===== src/rtl/ysyx_201979054_mem_req_arbiter.sv =====
// Shared AXI memory-port arbiter: picks one of NUM_REQ cache/MMIO requesters,
// launches its read or write, counts read beats and pulses completion back.
module ysyx_201979054_mem_req_arbiter #(
   parameter int NUM_REQ   = 2,
   parameter int BURST_LEN = 16,
   parameter int RR_MODE   = 0,
   localparam int CNT_W    = $clog2(BURST_LEN + 1)
) (
   input  logic               clk,
   input  logic               arst,
   input  logic [NUM_REQ-1:0] i_rd_req,
   input  logic [NUM_REQ-1:0] i_wr_req,
   input  logic [NUM_REQ-1:0] i_single,
   input  logic               i_r_valid,
   input  logic               i_r_last,
   input  logic               i_b_resp,
   output logic               o_start_read_axi,
   output logic               o_start_write_axi,
   output logic [CNT_W-1:0]   o_rd_burst_len,
   output logic [NUM_REQ-1:0] o_grant,
   output logic [NUM_REQ-1:0] o_done,
   output logic               o_busy,
   output logic               o_err
);

   localparam int IDX_W = (NUM_REQ > 1) ? $clog2(NUM_REQ) : 1;
   localparam logic [CNT_W-1:0] BURST_C = CNT_W'(BURST_LEN);
   localparam logic [CNT_W-1:0] ONE_C   = CNT_W'(1);

   typedef enum logic [1:0] {IDLE, LAUNCH, RD_WAIT, WR_WAIT} state_t;

   state_t             state_q, state_d;
   logic [NUM_REQ-1:0] grant_q, grant_d;
   logic [IDX_W-1:0]   idx_q, idx_d;
   logic [IDX_W-1:0]   rr_q, rr_d;
   logic               is_wr_q, is_wr_d;
   logic [CNT_W-1:0]   len_q, len_d;
   logic [CNT_W-1:0]   cnt_q, cnt_d;
   logic               err_q, err_d;

   logic [NUM_REQ-1:0] req;
   logic               found;
   logic [IDX_W-1:0]   win_idx;
   logic [IDX_W-1:0]   cand_idx;
   int unsigned        cand;
   logic [CNT_W:0]     cnt_inc;
   logic               start_rd, start_wr, done_fire;
   logic [IDX_W-1:0]   rr_next;

   // Winner search: fixed scans from index 0, round-robin from the RR pointer.
   always_comb begin
      req      = i_rd_req | i_wr_req;
      found    = 1'b0;
      win_idx  = '0;
      cand     = 0;
      cand_idx = '0;
      for (int unsigned k = 0; k < NUM_REQ; k++) begin
         if (RR_MODE != 0) cand = (32'(rr_q) + k) % NUM_REQ;
         else              cand = k;
         cand_idx = IDX_W'(cand);
         if (!found && req[cand_idx]) begin
            found   = 1'b1;
            win_idx = cand_idx;
         end
      end
   end

   assign cnt_inc = {1'b0, cnt_q} + (CNT_W+1)'(1);
   assign rr_next = (idx_q == IDX_W'(NUM_REQ - 1)) ? '0 : idx_q + IDX_W'(1);

   always_comb begin
      state_d   = state_q;
      grant_d   = grant_q;
      idx_d     = idx_q;
      rr_d      = rr_q;
      is_wr_d   = is_wr_q;
      len_d     = len_q;
      cnt_d     = cnt_q;
      err_d     = err_q;
      start_rd  = 1'b0;
      start_wr  = 1'b0;
      done_fire = 1'b0;
      unique case (state_q)
         IDLE: begin
            if (found) begin
               grant_d          = '0;
               grant_d[win_idx] = 1'b1;
               idx_d            = win_idx;
               is_wr_d          = i_wr_req[win_idx];
               // Burst length is captured with the grant so it is valid alongside the start pulse.
               len_d            = i_single[win_idx] ? ONE_C : BURST_C;
               state_d          = LAUNCH;
            end
         end
         LAUNCH: begin
            cnt_d = '0;
            if (is_wr_q) begin
               start_wr = 1'b1;
               state_d  = WR_WAIT;
            end else begin
               start_rd = 1'b1;
               state_d  = RD_WAIT;
            end
         end
         RD_WAIT: begin
            if (i_r_valid) begin
               cnt_d = (cnt_q == BURST_C) ? cnt_q : cnt_inc[CNT_W-1:0];
               if (i_r_last) begin
                  done_fire = 1'b1;
                  if (cnt_inc != {1'b0, len_q}) err_d = 1'b1;
                  grant_d = '0;
                  rr_d    = rr_next;
                  state_d = IDLE;
               end
            end
         end
         WR_WAIT: begin
            if (i_b_resp) begin
               done_fire = 1'b1;
               grant_d   = '0;
               rr_d      = rr_next;
               state_d   = IDLE;
            end
         end
         default: state_d = IDLE;
      endcase
   end

   always_ff @(posedge clk or negedge arst) begin
      if (!arst) begin
         state_q <= IDLE;
         grant_q <= '0;
         idx_q   <= '0;
         rr_q    <= '0;
         is_wr_q <= 1'b0;
         len_q   <= '0;
         cnt_q   <= '0;
         err_q   <= 1'b0;
      end else begin
         state_q <= state_d;
         grant_q <= grant_d;
         idx_q   <= idx_d;
         rr_q    <= rr_d;
         is_wr_q <= is_wr_d;
         len_q   <= len_d;
         cnt_q   <= cnt_d;
         err_q   <= err_d;
      end
   end

   assign o_start_read_axi  = start_rd;
   assign o_start_write_axi = start_wr;
   assign o_rd_burst_len    = len_q;
   assign o_grant           = grant_q;
   assign o_done            = done_fire ? grant_q : '0;
   assign o_busy            = (state_q != IDLE);
   assign o_err             = err_q;

endmodule


===== config.mk =====
export PLATFORM = sky130hd
export DESIGN_NAME = ysyx_201979054_mem_req_arbiter
export DESIGN_NICKNAME = d
export VERILOG_FILES = /design/src/rtl/ysyx_201979054_mem_req_arbiter.sv
export SDC_FILE = /design/constraint.sdc
export NUM_CORES = 1
export LEC_CHECK = 0
export ABC_AREA = 1
export CAP_MARGIN = 20
export CORE_MARGIN = 10
export CORE_UTILIZATION = 55
export CTS_CLUSTER_DIAMETER = 80
export DETAILED_ROUTE_END_ITERATION = 10
export DONT_BUFFER_PORTS = 1
export GPL_ROUTABILITY_DRIVEN = 0
export PLACE_DENSITY = 0.7
export SYNTH_ARGS = -nofsm -noshare
export SYNTH_HDL_FRONTEND = slang
export SYNTH_SLANG_ARGS = --single-unit

===== constraint.sdc =====
create_clock -name clk -period 4 [get_ports clk]
set_clock_uncertainty 0.15 [all_clocks]
set_input_delay 0.6 -clock clk [delete_from_list [all_inputs] [get_ports clk]]
set_output_delay 0.6 -clock clk [all_outputs]
set_load 0.02 [all_outputs]

Word level (Yosys, flattened, before mapping):

Cells that the tools add are included.
Widths: inputs -> output; s select.

* flip-flop bits (word level): 16
* input bits: 11
* output and inout bits: 13
* word-level logic and storage cells: 62

* add/sub/neg operators: 1
* magnitude comparators: 2
* equal/unequal tests: 10
* muxes and demuxes: 30
* bitwise logic cells: 1
* reduce and logical (&&, ||, !) cells: 12

Operator list (count)
* $mux 1: 16
* $mux 5: 3
* $mux 2: 6
* $ne 2x2->1 const B: 5
* $pmux 5 s2: 1
* $pmux 2 s4: 1
* $reduce_and 4->1: 2
* $add 5x1->6 const B: 1
* $ne 6x5->1: 1
* $pmux 2 s3: 1
* $eq 5x5->1 const B: 1
* $reduce_and 5->1: 1
* $eq 2x2->1 const B: 2
* $reduce_bool 2->1: 2
* $reduce_and 3->1: 1
* $reduce_bool 3->1: 1
* $eq 2x1->1 const B: 1
* $logic_and 1x1->1: 2
* $logic_not 2->1: 1
* $lt 1x2->1 const B: 1
* $or 2x2->2: 1
* $pmux 1 s2: 1
* $reduce_and 2->1: 1
* $demux 1 s1: 1
* 2 further kinds: 2

Longest topological paths before layout:

* depth after elaboration: 11
* depth in mapped cells: 9
* gate-level depth less buffers: 9

Worst setup path after synthesis:

OpenSTA, ideal clock, no wires.

* kind: input-to-output
* from: input i_r_valid
* to: output o_done[0]
* data arrival time: 1.206 ns
* required time: 3.250 ns
* setup slack: 2.044 ns
* stages: 4
* buffers on the path: 0
* cells stage by stage: nand2_1 nor3_1 a31oi_1 nor2_1

* cells in the longest elaborated chain, start to end: 3

RTL lines
* start: declaration: RTL line 14 `input logic i_r_valid,`
* $mux 1: RTL line 106 `if (i_r_valid) begin`
* $pmux 1 s2: RTL line 83 `unique case (state_q)`
* $mux 2: RTL line 155 `assign o_done = done_fire ? grant_q : '0;`
* end: declaration: RTL line 21 `output logic [NUM_REQ-1:0] o_done,`

Every way passes these cells.

Worst setup path after layout:

* from: register state_q[1]
* to: output o_done[1]

* cells in the longest elaborated chain, start to end: 3
* elaborated cells on any way between the ends: 4
* those cells by class: eq/ne: 2; mux: 2

RTL lines
* start: declaration: RTL line 32 `state_t state_q, state_d;`
* start signal: assignment: RTL line 140 `state_q <= state_d;`
* $eq 2x2->1
* $pmux 1 s2 (*): RTL line 83
* $mux 2 (*): RTL line 155

Every way passes the cells marked *; elsewhere a longest branch is shown, timed or not.

==> impl_metrics.json <==
{
  "yosysSeqAreaShare_pct": 38.6,
  "grt_pass1_vias": 693,
  "r2r-start": "cnt_q[0]",
  "end_kind": "output port",
  "slew_headroom_pct": 61.4,
  "synth_area_leaders": "dfrtp_1 (39%), nand2_1 (12%), inv_1 (8.9%)",
  "die_area_um2": 3500,
  "cts_made_buffers": 3,
  "syn-cell-area_um2": 843,
  "fmax_mhz": 458,
  "min_period_ps": 2180,
  "rows": 14,
  "timing.rr.end": "o_err",
  "drv_cap": 0,
  "yosysTopAreaCell": "dfrtp_1",
  "rsz0062_at_grt": "no",
  "synth-edff-count": 0,
  "grt.overflow.total": 0,
  "ys_async_sr_fraction_pct": 100,
  "maxSlewViolCount": 0,
  "cts_sinks": 13,
  "finalNetCount": 136,
  "chipWidth_um": 59.2,
  "die_h_um": 59.2,
  "drt_iter0_drc": 12,
  "ys_types": 21,
  "hold_path_class": "primary input to flop",
  "setup_viol": 0,
  "grt_max_degree": 14,
  "hold_depth": 2,
  "dr.pass1.iters": 4,
  "grt_pass1_wl_um": 3070,
  "whs_ps": 346,
  "worst-endpoint-required_ps": 3250,
  "dp_hpwl_um": 1400,
  "routed_via_density": 5.12,
  "area_delta_synth_final_pct": 4.30,
  "synth_top_area_share_pct": 38.6,
  "antenna_cells": 0,
  "hold_violations": 0,
  "start_util_pct": 57.3,
  "routed_wl_um": 1740,
  "syn_area_per_cell_um2": 7.09,
  "p_leak_nw": 0.440,
  "yosysMostFrequentCell": "nand2_1",
  "post-route-period-util_pct": 54.6,
  "gr-usage-all-layers_pct": 10.9,
  "synthFlopType": "dfrtp_1",
  "crit_path_start_kind": "flop",
  "pwr_density_cell_nw_per_um2": 672,
  "worstMarginPinSlew_ps": 577,
  "io_pins": 24,
  "drc_errors": 0,
  "cts-htree-levels": 1,
  "hold_end": "is_wr_q",
  "ir_drop_uv": 334,
  "cts_tree": "yes",
  "post_cts_buffers": 0,
  "fin_setup_tns_ps": 0,
  "finalInstanceArea_um2": 880,
  "clock_path_buffers": 2,
  "vias": 706,
  "wl_per_cell_um": 12.6,
  "status": "complete, no violations",
  "rr_worst_depth": 8,
  "antenna_found_initial": 0,
  "drive_gt1_share_pct": 11.5,
  "cp_data_arrival_time_ps": 1430,
  "cp_max_fo": 5,
  "ant_nets": 0,
  "ys_top_cells_by_count": "nand2_1 (28), inv_1 (20), dfrtp_1 (13)",
  "clk_latency_ps": 280,
  "core_area_um2": 1470,
  "synth.ff_latch_count": 13,
  "r2r_slack_ps": 2450,
  "clock-root-buffer": "clkbuf_4",
  "io_buffer_count": 0,
  "synth_cells": 119,
  "clkTransAtPathRegs_ps": 80,
  "ys_warn_count": 0,
  "worstHoldStart": "i_wr_req[0]",
  "path_class": "flop to output port",
  "dpl-instance-area_um2": 843
}
==> per-layer routing <==
metal	GRT usage, %	share of wire, %
met5	0	0
met1	12.8	41
met2	16.7	48
met3	4.08	8.9
met4	5.90	1.7
==> layout by cell type (no fill, tap or decap), types with 3 or more instances in the layout <==
cell       n
nand2_1   28
o21ai_1    7
nand4_1    4
nor2_1     8
nand3_1   12
nor2_2     4
a21oi_1    3
dfrtp_1   13
conb_1     3
clkbuf_4   3
nand2_2    3
inv_1     20
==> state kept, by name, summed over array words and instances, names as in the netlist <==
signal and cells:
o_grant 2, cnt_q 5, o_rd_burst_len 2, is_wr_q 1, state_q 2, o_err 1
==> how the worst max path moves through the flow <==
stage	from	endpoint	slack (ps)
floorplan	i_r_valid	o_done[0]	2040
global placement	i_r_valid	o_done[0]	1960
detailed placement	i_r_valid	o_done[1]	1960
CTS	state_q[1]	o_done[1]	1800
global route	state_q[1]	o_done[1]	1610
finish	state_q[1]	o_done[1]	1820
==> cell families after synthesis <==
logic type	count (synthesis)	synth area share, %
compound gates	13	7.86
fa+ha+maj	2	2.97
other cells	1	0.445
flops	13	38.6
simple gates	64	37.1
buf+inv	26	13.1
==> through the flow <==
stage	instances	utilization (%)	power [mW]	setup slack [ps]
2_1_floorplan	121	-	0.462	2040
3_3_place_gp	133	57.3	0.505	1960
3_5_place_dp	133	57.3	0.511	1960
4_1_cts	138	59.8	0.598	1800
5_1_grt	138	59.8	0.650	1610
6_report	138	59.8	0.591	1820
==> timing repair <==
action	4_1_cts	5_1_grt
hold endpoints to repair	13	0
hold buffers	1	0
gates resized for setup	0	0
==> worst max-delay path, stage by stage, from the launching register on <==
cell and delay (ps):
dfrtp_1 420, inv_1 90, nor3_1 230, a31oi_1 90, nor2_1 330
==> area by class of cell <==
type	instances	area, µm²
Fill cell	154	592
Multi-Input combinational cell	82	415
Clock buffer	4	26.3
Sequential cell	13	325
Inverter	22	82.6
Tap cell	16	20.0
Timing Repair Buffer	1	10.0
==> report_power, final <==
part | total (mW) | switching, mW | leakage [nW] | internal [mW]
Sequential | 0.255 | 0.0793 | 0.164 | 0.176
Clock | 0.0829 | 0.0442 | 0.0150 | 0.0387
Combinational | 0.253 | 0.171 | 0.261 | 0.0823
Note: power is estimated with default switching activity, not from simulation.
